<file path="src/rtl/load_store_unit.sv">
// Load/store initiator for a word-wide data memory with registered read data and no byte enables.
// Sub-word stores are performed as read-modify-write; faults are reported without touching memory.
module load_store_unit #(
    parameter int MEM_WORDS = 131072
) (
    input  logic        clk,
    input  logic        rst_n,
    input  logic        req_valid,
    output logic        req_ready,
    input  logic        req_we,
    input  logic [2:0]  req_funct3,
    input  logic [31:0] req_addr,
    input  logic [31:0] req_wdata,
    output logic        resp_valid,
    output logic [31:0] resp_rdata,
    output logic        resp_err,
    output logic [31:0] mem_a,
    output logic        mem_we,
    output logic [31:0] mem_wd,
    input  logic [31:0] mem_rd
);

    typedef enum logic [2:0] {IDLE, WRITE, READ, WAIT, RESP} state_t;

    localparam logic [32:0] ADDR_LIMIT = 33'(MEM_WORDS) * 33'd4;

    state_t      state_reg;
    logic        op_we_reg;
    logic [2:0]  op_funct3_reg;
    logic [1:0]  op_lane_reg;
    logic [15:0] op_wdata_reg;

    logic illegal;
    logic misaligned;
    logic out_of_range;
    logic fault;
    logic is_sw;

    assign req_ready = (state_reg == IDLE);

    always_comb begin
        illegal      = (req_funct3 == 3'b011) || (req_funct3 == 3'b110) || (req_funct3 == 3'b111)
                       || (req_we && req_funct3[2]);
        misaligned   = ((req_funct3[1:0] == 2'b01) && req_addr[0])
                       || ((req_funct3[1:0] == 2'b10) && (req_addr[1:0] != 2'b00));
        out_of_range = ({1'b0, req_addr} >= ADDR_LIMIT);
        fault        = illegal || misaligned || out_of_range;
        is_sw        = req_we && (req_funct3[1:0] == 2'b10);
    end

    // Pick the addressed lane out of the read word and extend it to 32 bits.
    function automatic logic [31:0] extend_load(input logic [31:0] word, input logic [2:0] f3,
                                                input logic [1:0] lane);
        logic [7:0]  b;
        logic [15:0] h;
        b = 8'(word >> {lane, 3'b000});
        h = 16'(word >> {lane[1], 4'b0000});
        case (f3)
            3'b000:  return {{24{b[7]}}, b};
            3'b100:  return {24'h0, b};
            3'b001:  return {{16{h[15]}}, h};
            3'b101:  return {16'h0, h};
            default: return word;
        endcase
    endfunction

    function automatic logic [31:0] merge_store(input logic [31:0] word, input logic [15:0] wdata,
                                                input logic [1:0] size, input logic [1:0] lane);
        logic [31:0] mask;
        logic [31:0] data;
        if (size == 2'b00) begin
            mask = 32'h0000_00FF << {lane, 3'b000};
            data = {24'h0, wdata[7:0]} << {lane, 3'b000};
        end else begin
            mask = 32'h0000_FFFF << {lane[1], 4'b0000};
            data = {16'h0, wdata} << {lane[1], 4'b0000};
        end
        return (word & ~mask) | (data & mask);
    endfunction

    always_ff @(posedge clk or negedge rst_n) begin
        if (!rst_n) begin
            state_reg     <= IDLE;
            op_we_reg     <= 1'b0;
            op_funct3_reg <= 3'b000;
            op_lane_reg   <= 2'b00;
            op_wdata_reg  <= 16'h0;
            mem_a         <= 32'h0;
            mem_we        <= 1'b0;
            mem_wd        <= 32'h0;
            resp_valid    <= 1'b0;
            resp_rdata    <= 32'h0;
            resp_err      <= 1'b0;
        end else begin
            resp_valid <= 1'b0;
            case (state_reg)
                IDLE: begin
                    if (req_valid) begin
                        op_we_reg     <= req_we;
                        op_funct3_reg <= req_funct3;
                        op_lane_reg   <= req_addr[1:0];
                        op_wdata_reg  <= req_wdata[15:0];
                        if (fault) begin
                            resp_valid <= 1'b1;
                            resp_err   <= 1'b1;
                            resp_rdata <= 32'h0;
                            state_reg  <= RESP;
                        end else begin
                            mem_a <= {req_addr[31:2], 2'b00};
                            if (is_sw) begin
                                mem_we    <= 1'b1;
                                mem_wd    <= req_wdata;
                                state_reg <= WRITE;
                            end else begin
                                state_reg <= READ;
                            end
                        end
                    end
                end
                WRITE: begin
                    mem_we     <= 1'b0;
                    resp_valid <= 1'b1;
                    resp_err   <= 1'b0;
                    resp_rdata <= 32'h0;
                    state_reg  <= RESP;
                end
                READ: begin
                    state_reg <= WAIT;
                end
                WAIT: begin
                    // mem_rd now holds the word addressed in READ.
                    if (op_we_reg) begin
                        mem_wd    <= merge_store(mem_rd, op_wdata_reg, op_funct3_reg[1:0], op_lane_reg);
                        mem_we    <= 1'b1;
                        state_reg <= WRITE;
                    end else begin
                        resp_rdata <= extend_load(mem_rd, op_funct3_reg, op_lane_reg);
                        resp_err   <= 1'b0;
                        resp_valid <= 1'b1;
                        state_reg  <= RESP;
                    end
                end
                RESP: begin
                    state_reg <= IDLE;
                end
                default: begin
                    state_reg <= IDLE;
                end
            endcase
        end
    end

endmodule
</file>
<file path="config.mk">
export PLATFORM = sky130hd
export DESIGN_NAME = load_store_unit
export DESIGN_NICKNAME = d
export VERILOG_FILES = /design/src/rtl/load_store_unit.sv
export SDC_FILE = /design/constraint.sdc
export NUM_CORES = 1
export LEC_CHECK = 0
export CORE_UTILIZATION = 42
export DETAILED_ROUTE_END_ITERATION = 10
export DONT_BUFFER_PORTS = 1
export PLACE_DENSITY = 0.6
export SLEW_MARGIN = 0
export SYNTH_ARGS = -nofsm -noshare
export SYNTH_HDL_FRONTEND = slang
export SYNTH_SLANG_ARGS = --single-unit
</file>
<file path="constraint.sdc">
create_clock -name clk -period 2.75 [get_ports clk]
set_input_delay 0.275 -clock clk [delete_from_list [all_inputs] [get_ports clk]]
set_output_delay 0.275 -clock clk [all_outputs]
set_load 0.01 [all_outputs]
</file>
==> qor.yml, run 1 <==
cells_and_area:
  layout_common_cells: "122 x dfrtp_1, 74 x nand2_1, 67 x a21oi_1, 50 x mux2_2, 32 x o21ai_0"
  instances_no_fill: 789
  reg_top3: "mem_wd x32, resp_rdata x32, mem_a x30"
  fin_util_pct: 49.9
  synthToLayoutAreaGrowth_pct: 14.9
  final_common_cell: "dfrtp_1"
  drive_gt1_share_pct: 15.9
  fill_cells: 1253
  antenna_cells: 0
  layout.nets: 701
drt:
  drtAntennaViolNets: 0
  drtIter0Drc: 282
  viasPerCell: 5.93
  dr.pass1.iters: 5
  drc: 0
  vias: 4682
  wirelength_um: 17600
  wl_per_cell_um: 22.3
floorplanning:
  io_pins: 203
  die_area_um2: 15000
  rows: 43
  die_h_um: 123
  fp.coreArea_um2: 14000
  initial_core_util_pct: 43.4
  die_w_um: 123
global_route:
  grt_busiest_layer: "met2"
  globalRouteMet2Util_pct: 38.5
  globalRouteMet1Util_pct: 29.1
  grt_pass1_wl_um: 26600
  use_met3_pct: 9.43
  grt-ovfl-total: 0
  grt_max_degree: 123
  grt_antenna_before_repair: 0
  grt_pass1_vias: 4656
  track_usage_pct: 24.3
yosys:
  synthCells: 591
  synth_area_leaders: "dfrtp_1 50%, mux2_2 9.2%, a21oi_1 5.5%"
  seq_area_frac_synth_pct: 50.1
  yosys.area.top_type: "dfrtp_1"
  syn-mean-instance-area_um2: 10.3
  synth_top_cell_area_share_pct: 50.1
  syn_area_um2: 6100
  yosys_warnings: 0
  ys_ff_latch: 122
  synth_cell_types: 44
clocking:
  cts_setup_buffers: 0
  clk_pin_slew_worst_paths_ns: 0.06
  worstSkewPairLatency_ns: 0.42
  cts_tree: "done"
  cts_made_buffers: 17
  cts_root_buf: "clkbuf_16"
  ctsHoldBuffers: 23
  cts-resized-gates: 0
  cts_sinks: 122
  htreeDepth: 4
  clockBufferDepth: 2
timing:
  max_slew_margin_pct: 21.2
  max_freq_mhz: 452
  setup_viol: 0
  fin_crit_sh_pct: 80.4
  finalClockSkew_ns: 0.00853
  final_max_slew_viol_count: 0
  tns_ns: 0
  hold_viol: 122
  tightest_slew_ns: 1.18
  whs_ns: -0.445
  period_minus_slack_ns: 2.21
  setup_slack_ns: 0.540
  rsz0062_at_grt: "false"
critical_path:
  path_max_fanout: 18
  critPathCaptureType: "flip-flop"
  crit_type: "reg -> reg"
  critPathArrivalTime_ns: 2.50
  cp.required_ns: 3.04
  start_kind: "flip-flop"
power_and_ir_drop:
  power.static_leakage_nw: 3.19
  power_density_nw_per_um2: 659
  p_sw_share_pct: 24.3
  cell_internal_pwr_w: 0.00350
  power_frac_comb_pct: 11.3
  p_clk_share_pct: 47.2
  vdd_ir_drop_max_mv: 0.425
  switchingPower_w: 0.00112
  sequentialPowerShare_pct: 41.6
  fin_total_pwr_w: 0.00462
placement:
  gp_congestion: 0.877
  place.port_buffers: 0
  placed_cells: 736
  dpl.hpwl_um: 12600
  place_ws_ns: 0.572
job:
  maxCapViolCount: 0
outcome:
  violations: "hold timing"
  status: "finished, violations left"
hold_path:
  hp-class: "in -> async"
worst max-delay path, stage by stage (launching register included):
cell and delay (ns):
dfrtp_1 0.57, or2_1 0.43, o21a_1 0.38, o21ai_0 0.28, a21oi_1 0.08, o32a_1 0.35
power groups by stage:
stage / clock, W / sequential, W / combinational [W]
after floorplan: 0 / 0.00191 / 0.000437
after global placement: 0 / 0.00195 / 0.000480
after detailed placement: 0 / 0.00195 / 0.000487
after CTS: 0.00221 / 0.00192 / 0.000517
after global routing: 0.00230 / 0.00193 / 0.000568
final: 0.00218 / 0.00192 / 0.000520
cells in the mapped netlist (all sizes together):
library cell and number:
nand3b 2, a21o 1, nand2b 4, dfrtp 122
o31ai 2, and3 8, or2 1, nor4 3
a31oi 3, o21a 3, o221ai 7, nor2b 25
clkbuf 22, o211ai 1, mux2 64, mux2i 22
nor3 6, nor3b 6, conb 1, a211oi 8
nand2 74, a21oi 67, nand3 3, buf 24
o41ai 8, a221oi 1, a22o 7, inv 7
a22oi 1, o32a 16, o21ai 41, nor2 30
nor4b 1
per-layer routing:
metal / part of all wire [%] / wire length [µm] / vias to the layer above
li1: - / - / 2139
met1: 39 / 6870 / 2263
met2: 48 / 8510 / 240
met3: 9.5 / 1670 / 40
met4: 2.9 / 517 / 0
met5: 0 / 0 / -
layout make-up:
cell class,count,area (µm²),share of cell area [%]
timing repair buffer,33,305,4.36
inverter,7,26.3,0.375
multi-input combinational,417,2820,40.2
clock inverter,7,91.3,1.30
clock buffer,23,488,6.96
tap,180,225,3.21
sequential,122,3050,43.6
stage by stage:
| stage | hold slack [ns] | cell area (µm²) |
|---|---|---|
| floorplan | -0.0206 | 6100 |
| global placement | -0.0151 | 6200 |
| detailed placement | -0.0158 | 6200 |
| CTS | -0.460 | 7010 |
| global route | -0.461 | 7010 |
| finish | -0.445 | 7010 |
cell families (layout without fill, tap and decap cells):
kind of cell	Yosys count	in the layout	synth area share, %
DFF	122	122	50.1
other	1	2	0.0615
AOI/OAI and AO/OA	166	166	17.4
muxes	86	86	15.4
and+or+nand+nor	163	163	12.9
buffers and inverters	53	70	4.16
worst paths after layout:
| kind | start | end | slack, ns | cells after the start |
|---|---|---|---|---|
| hold / removal | rst_n | resp_rdata[12] | -0.44 | 0 |
| max in group asynchronous | rst_n | mem_a[22] | 2.99 | 0 |
| min in group clk | req_addr[5] | mem_a[5] | 0.01 | 1 |
| hold reg to reg | op_wdata_reg[12] | op_wdata_reg[12] | 0.51 | 1 |
| setup reg to reg | op_funct3_reg[0] | mem_wd[25] | 0.54 | 5 |
| setup / recovery | op_funct3_reg[0] | mem_wd[25] | 0.54 | 5 |
No activity file was read; power rests on OpenSTA's default activity.
==> run 2: changes to the inputs <==
==> constraint.sdc (replaced) <==
create_clock -name clk -period 2.3 [get_ports clk]
set_input_delay 0.23 -clock clk [delete_from_list [all_inputs] [get_ports clk]]
set_output_delay 0.23 -clock clk [all_outputs]
set_load 0.01 [all_outputs]
==> run 2 against run 1 <==
Net effect: the flow still finishes with violations (hold timing); register-to-register slack worse by 0.41 ns; die area unchanged; core utilization increased by 3.1 points; critical path depth unchanged; flip-flop and latch count unchanged; non-clock buffer count is 34 higher; maximum frequency is 2.0% higher; first-iteration DRC count up 40%; highest routed layer unchanged.
==> qor.yml, run 2 (synthesis results as in run 1) <==
outcome:
  status: "finished, violations left"
  violations: "hold timing"
cells_and_area:
  reg_top3: "mem_wd x32, resp_rdata x32, mem_a x30"
  fill_cells: 1188  # -5.2%
  register_area_um2: 3050  # unchanged
  final_common_cell: "dfrtp_1"
  synthToLayoutAreaGrowth_pct: 22.1
  drive_gt1_share_pct: 16.0  # +0.041 points
  layout.nets: 735  # +4.9%
  multi_input_area_um2: 2820  # unchanged
  layout_common_cells: "122 x dfrtp_1, 74 x nand2_1, 67 x a21oi_1, 53 x dlygate4sd3_1, 50 x mux2_2"
  antenna_cells: 0  # unchanged
drt:
  drc: 0  # unchanged
  wirelength_um: 18000  # +2.4%
  drtIter0Drc: 394  # +40%
  drtAntennaViolNets: 0  # unchanged
  vias: 4885  # +4.3%
  wl_per_cell_um: 21.8  # -2.1%
  viasPerCell: 5.92  # -0.22%
  dr.pass1.iters: 6  # +1
critical_path:
  cp.required_ns: 2.60  # -0.44 ns
  slowest_delay_ns: 0.75  # +0.18 ns
  cp_top_family: "compound AO/OA/AOI/OAI gates"
  r2r_end: "mem_wd[10]"
  critPathArrivalTime_ns: 2.47  # -0.03 ns
  critPathCaptureType: "flip-flop"
  start_kind: "flip-flop"
  crit_type: "reg -> reg"
  reg2reg_from: "op_lane_reg[1]"
  path_cells: "inv_1 > o21a_1 > o21ai_0 > a21oi_1 > o32a_1"
  path_buf_inv: 1  # +1
  r2r_cells: 5  # unchanged
  reg2reg_slack_ns: 0.13  # -0.41 ns
  slowest_stage: "dfrtp_1"
  path_max_fanout: 16  # -2
  startpoint: "op_lane_reg[1]"
floorplanning:
  fp.coreArea_um2: 14000  # unchanged
  initial_core_util_pct: 43.4  # unchanged
  rows: 43  # unchanged
  die_w_um: 123  # unchanged
  io_pins: 203  # unchanged
  die_area_um2: 15000  # unchanged
  die_h_um: 123  # unchanged
global_route:
  grt_max_degree: 123  # unchanged
  grt-ovfl-total: 0  # unchanged
  grt_antenna_before_repair: 0  # unchanged
  grt_pass1_wl_um: 27300  # +2.5%
  grt_pass1_vias: 4930  # +5.9%
  track_usage_pct: 24.8  # +0.50 points
placement:
  dpl.hpwl_um: 12600  # -0.25%
  place.port_buffers: 0  # unchanged
  gp_congestion: 0.909  # +3.7%
clocking:
  clk_pin_slew_worst_paths_ns: 0.06  # about the same
  cts_root_buf: "clkbuf_16"
  cts_made_buffers: 17  # unchanged
  cts_sinks: 122  # unchanged
  worstSkewPairLatency_ns: 0.42  # about the same
  htreeDepth: 4  # unchanged
  cts_tree: "done"
  ctsHoldBuffers: 53  # +130%
  clockBufferDepth: 2  # unchanged
power_and_ir_drop:
  vdd_ir_drop_max_mv: 0.543  # +28%
  fin_total_pwr_w: 0.00595  # +29%
  power_density_nw_per_um2: 798  # +21%
  power.static_leakage_nw: 3.38  # +5.9%
timing:
  fin_crit_sh_pct: 94.2  # +14 points
  tns_ns: 0  # unchanged
  finalClockSkew_ns: 0.00733  # -0.00120 ns
  period_minus_slack_ns: 2.17  # -0.0425 ns
  setup_viol: 0  # unchanged
  max_slew_margin_pct: 27.6  # +6.3 points
  rsz0062_at_grt: "false"
  max_freq_mhz: 461  # +2.0%
  whs_ns: -0.486  # -0.0413 ns
  final_max_slew_viol_count: 0  # unchanged
  tightest_slew_ns: 1.08  # -0.0946 ns
  hold_viol: 122  # unchanged
job:
  maxCapViolCount: 0  # unchanged
hold_path:
  hp-class: "in -> async"
## run 2: how the worst max path moves through the flow
stage	endpoint	slack (ns)	cells after the start
2_1_floorplan	mem_wd[20]	0.36	7
6_report	mem_wd[10]	0.13	5
5_1_grt	resp_rdata[18]	0.02	5
4_1_cts	resp_rdata[18]	0.21	5
3_3_place_gp	mem_wd[29]	0.22	6
3_5_place_dp	mem_wd[29]	0.14	6
## run 2: where the power goes
group          total [W]  switching (W)  internal [W]
combinational   0.000682       0.000357      0.000326
clock            0.00297       0.000961       0.00201
sequential       0.00229      0.0000811       0.00221
## run 2: stage by stage
stage               cell area, µm²  instances  hold slack [ns]  util (%)  setup slack [ns]
floorplan                     6100        592          -0.0656         -             0.361
global placement              6250        740          -0.0601      44.5             0.217
detailed placement            6250        740          -0.0602      44.5             0.141
CTS                           7450        825           -0.509      53.0             0.211
global route                  7450        825           -0.509      53.0            0.0161
finish                        7450        825           -0.486      53.0             0.133
## run 2: area by class of cell
class / count / area share [%]
well taps: 180 / 3.02
inverters: 7 / 0.353
repair buffers: 67 / 8.87
clock inverters: 10 / 2.54
clock buffers: 22 / 6.37
multi-input cells: 417 / 37.9
flip-flops and latches: 122 / 41.0
## run 2: worst register-to-register path: stages (launching register included)
cell	delay, ns
dfrtp_1	0.75
inv_1	0.22
o21a_1	0.32
o21ai_0	0.30
a21oi_1	0.11
o32a_1	0.35
## run 2: repair_timing
| action | 4_1_cts | 5_1_grt |
|---|---|---|
| gates resized for setup | 0 | 0 |
| hold endpoints to repair | 175 | 122 |
| setup buffers | 0 | 0 |
## run 2: metal layers
layer	track usage, %	routed length [µm]
met1	29.1	7080
met2	39.8	8720
met3	9.99	1700
met4	11.1	496
met5	0	0
==> run 3: changes to the inputs <==
--- a/config.mk
+++ b/config.mk
@@ -5,9 +5,11 @@
 export SDC_FILE = /design/constraint.sdc
 export NUM_CORES = 1
 export LEC_CHECK = 0
+export CORE_MARGIN = 3
 export CORE_UTILIZATION = 42
 export DETAILED_ROUTE_END_ITERATION = 10
 export DONT_BUFFER_PORTS = 1
+export GPL_TIMING_DRIVEN = 1
 export PLACE_DENSITY = 0.6
 export SLEW_MARGIN = 0
 export SYNTH_ARGS = -nofsm -noshare
==> run 3 against run 2 <==
Net effect: the flow still finishes with violations (hold timing); core utilization grew 0.21 points; critical path depth is the same; maximum frequency grew 1.6%; via count is essentially flat; register-to-register slack gained 0.03 ns; first-iteration DRC count shrank 29%; critical path type unchanged; critical endpoint is now mem_wd[11]; highest routed layer unchanged.
==> qor.yml, run 3 (synthesis results as in run 1) <==
outcome:
  status: "finished, violations left"
  violations: "hold timing"
timing:
  setup_viol: 0  # unchanged
  final_max_slew_viol_count: 0  # unchanged
  hold_viol: 122  # unchanged
  tightest_slew_ns: 1.13  # +0.0486 ns
  fin_crit_sh_pct: 92.8  # -1.5 points
  rsz0062_at_grt: "false"
  whs_ns: -0.483  # +0.00300 ns
  tns_ns: 0  # unchanged
  max_freq_mhz: 469  # +1.6%
  period_minus_slack_ns: 2.13  # -0.0340 ns
  max_slew_margin_pct: 24.3  # -3.3 points
  finalClockSkew_ns: 0.00964  # +0.00231 ns
placement:
  place_area_um2: 6280  # +0.44%
  dpl.hpwl_um: 12800  # +1.9%
  placed_cells: 742  # +0.27%
  gp_congestion: 0.864  # -4.9%
  place.port_buffers: 0  # unchanged
job:
  maxCapViolCount: 0  # unchanged
hold_path:
  hp-class: "in -> async"
global_route:
  grt_pass1_wl_um: 28500  # +4.5%
  track_usage_pct: 23.1  # -1.7 points
  grt_pass1_vias: 4976  # +0.93%
  grt_antenna_before_repair: 0  # unchanged
  grt-ovfl-total: 0  # unchanged
  grt_max_degree: 123  # unchanged
drt:
  drc: 0  # unchanged
  wirelength_um: 18400  # +2.0%
  drtAntennaViolNets: 0  # unchanged
  vias: 4882  # -0.061%
  wl_per_cell_um: 22.2  # +1.8%
  routed.top_layer: "met4"
  drtIter0Drc: 281  # -29%
  wl_met2_um: 8770  # +0.53%
  viasPerCell: 5.90  # -0.30%
  m1WireLength_um: 7360  # +4.0%
  dr.pass1.iters: 6  # unchanged
  wl_met3_um: 1650  # -3.0%
floorplanning:
  rows: 43  # unchanged
  fp.coreArea_um2: 14000  # unchanged
  die_area_um2: 16000  # +6.6%
  initial_core_util_pct: 43.4  # unchanged
  io_pins: 203  # unchanged
  die_h_um: 127  # +3.3%
  die_w_um: 127  # +3.3%
critical_path:
  critPathCaptureType: "flip-flop"
  path_max_fanout: 16  # unchanged
  critPathArrivalTime_ns: 2.43  # -0.04 ns
  start_kind: "flip-flop"
  cp.required_ns: 2.60  # about the same
  crit_type: "reg -> reg"
power_and_ir_drop:
  power.static_leakage_nw: 3.39  # +0.39%
  vdd_ir_drop_max_mv: 0.518  # -4.6%
  power_density_nw_per_um2: 794  # -0.57%
clocking:
  cts_made_buffers: 17  # unchanged
  cts_setup_buffers: 0  # unchanged
  cts_tree: "done"
  ctsHoldBuffers: 54  # +1.9%
  clk_pin_slew_worst_paths_ns: 0.05  # about the same
  worstSkewPairLatency_ns: 0.42  # about the same
  clockBufferDepth: 2  # unchanged
  cts_root_buf: "clkbuf_16"
  cts_sinks: 122  # unchanged
  htreeDepth: 4  # unchanged
cells_and_area:
  fin_util_pct: 53.2  # +0.21 points
  drive_gt1_share_pct: 16.1  # +0.13 points
  reg_top3: "mem_wd x32, resp_rdata x32, mem_a x30"
  layout_common_cells: "122 x dfrtp_1, 74 x nand2_1, 67 x a21oi_1, 54 x dlygate4sd3_1, 50 x mux2_2"
  finish.instance_area_um2: 7480  # +0.40%
  instances_no_fill: 827  # +0.24%
  final_common_cell: "dfrtp_1"
  layout.nets: 738  # +0.41%
  synthToLayoutAreaGrowth_pct: 22.6
-- run 3: critical path, cell delays in order (launching register included) --
cell and delay (ns):
dfrtp_1 0.47, or2_1 0.38, o21a_1 0.38, o21ai_0 0.30
a21oi_1 0.12, o32a_1 0.36
-- run 3: path summary, 6_finish.rpt --
| kind | start | end | slack (ns) | cells after the start |
|---|---|---|---|---|
| min in group clk | mem_rd[20] | resp_rdata[20] | 0.02 | 2 |
| worst max register to register | op_funct3_reg[0] | mem_wd[11] | 0.17 | 5 |
| max in group asynchronous | rst_n | mem_wd[3] | 2.65 | 0 |
| worst min-delay path | rst_n | resp_rdata[9] | -0.48 | 0 |
| worst min register to register | op_wdata_reg[11] | op_wdata_reg[11] | 0.52 | 1 |
| worst max-delay path | op_funct3_reg[0] | mem_wd[11] | 0.17 | 5 |
-- run 3: report_power, final --
group / leakage [nW] / internal, W / switching (W)
sequential: 1.65 / 0.00221 / 0.0000723
clock: 0.315 / 0.00202 / 0.000931
combinational: 1.43 / 0.000329 / 0.000368
total: 3.39 / 0.00456 / 0.00137
-- run 3: timing repair --
| action | 4_1_cts | 5_1_grt |
|---|---|---|
| endpoints found under the setup margin | 0 | 2 |
| resized for setup | 0 | 2 |
| endpoints found under the hold margin | 176 | 122 |
-- run 3: through the flow --
step / total power, W / worst slack [ns] / hold slack, ns
finish: 0.00594 / 0.167 / -0.483
global route: 0.00616 / 0.0809 / -0.513
CTS: 0.00598 / 0.134 / -0.511
detailed placement: 0.00293 / 0.145 / -0.0598
global placement: 0.00291 / 0.249 / -0.0598
floorplan: 0.00280 / 0.361 / -0.0656
-- run 3: metal layers --
layer | track usage [%] | up-vias
met1 | 28.2 | 2354
met3 | 8.80 | 47
met4 | 10.0 | 0
met2 | 36.8 | 263
li1 | - | 2218
met5 | 0 | -
-- run 3: final cells by class --
class / instances / area (µm²)
Fill cell: 1190 / 6570
Sequential cell: 122 / 3050
Timing Repair Buffer: 70 / 698
Tap cell: 180 / 225
Inverter: 7 / 26.3
Antenna cell: 1 / 2.50
Clock buffer: 23 / 488
Multi-Input combinational cell: 417 / 2820
Clock inverter: 7 / 163
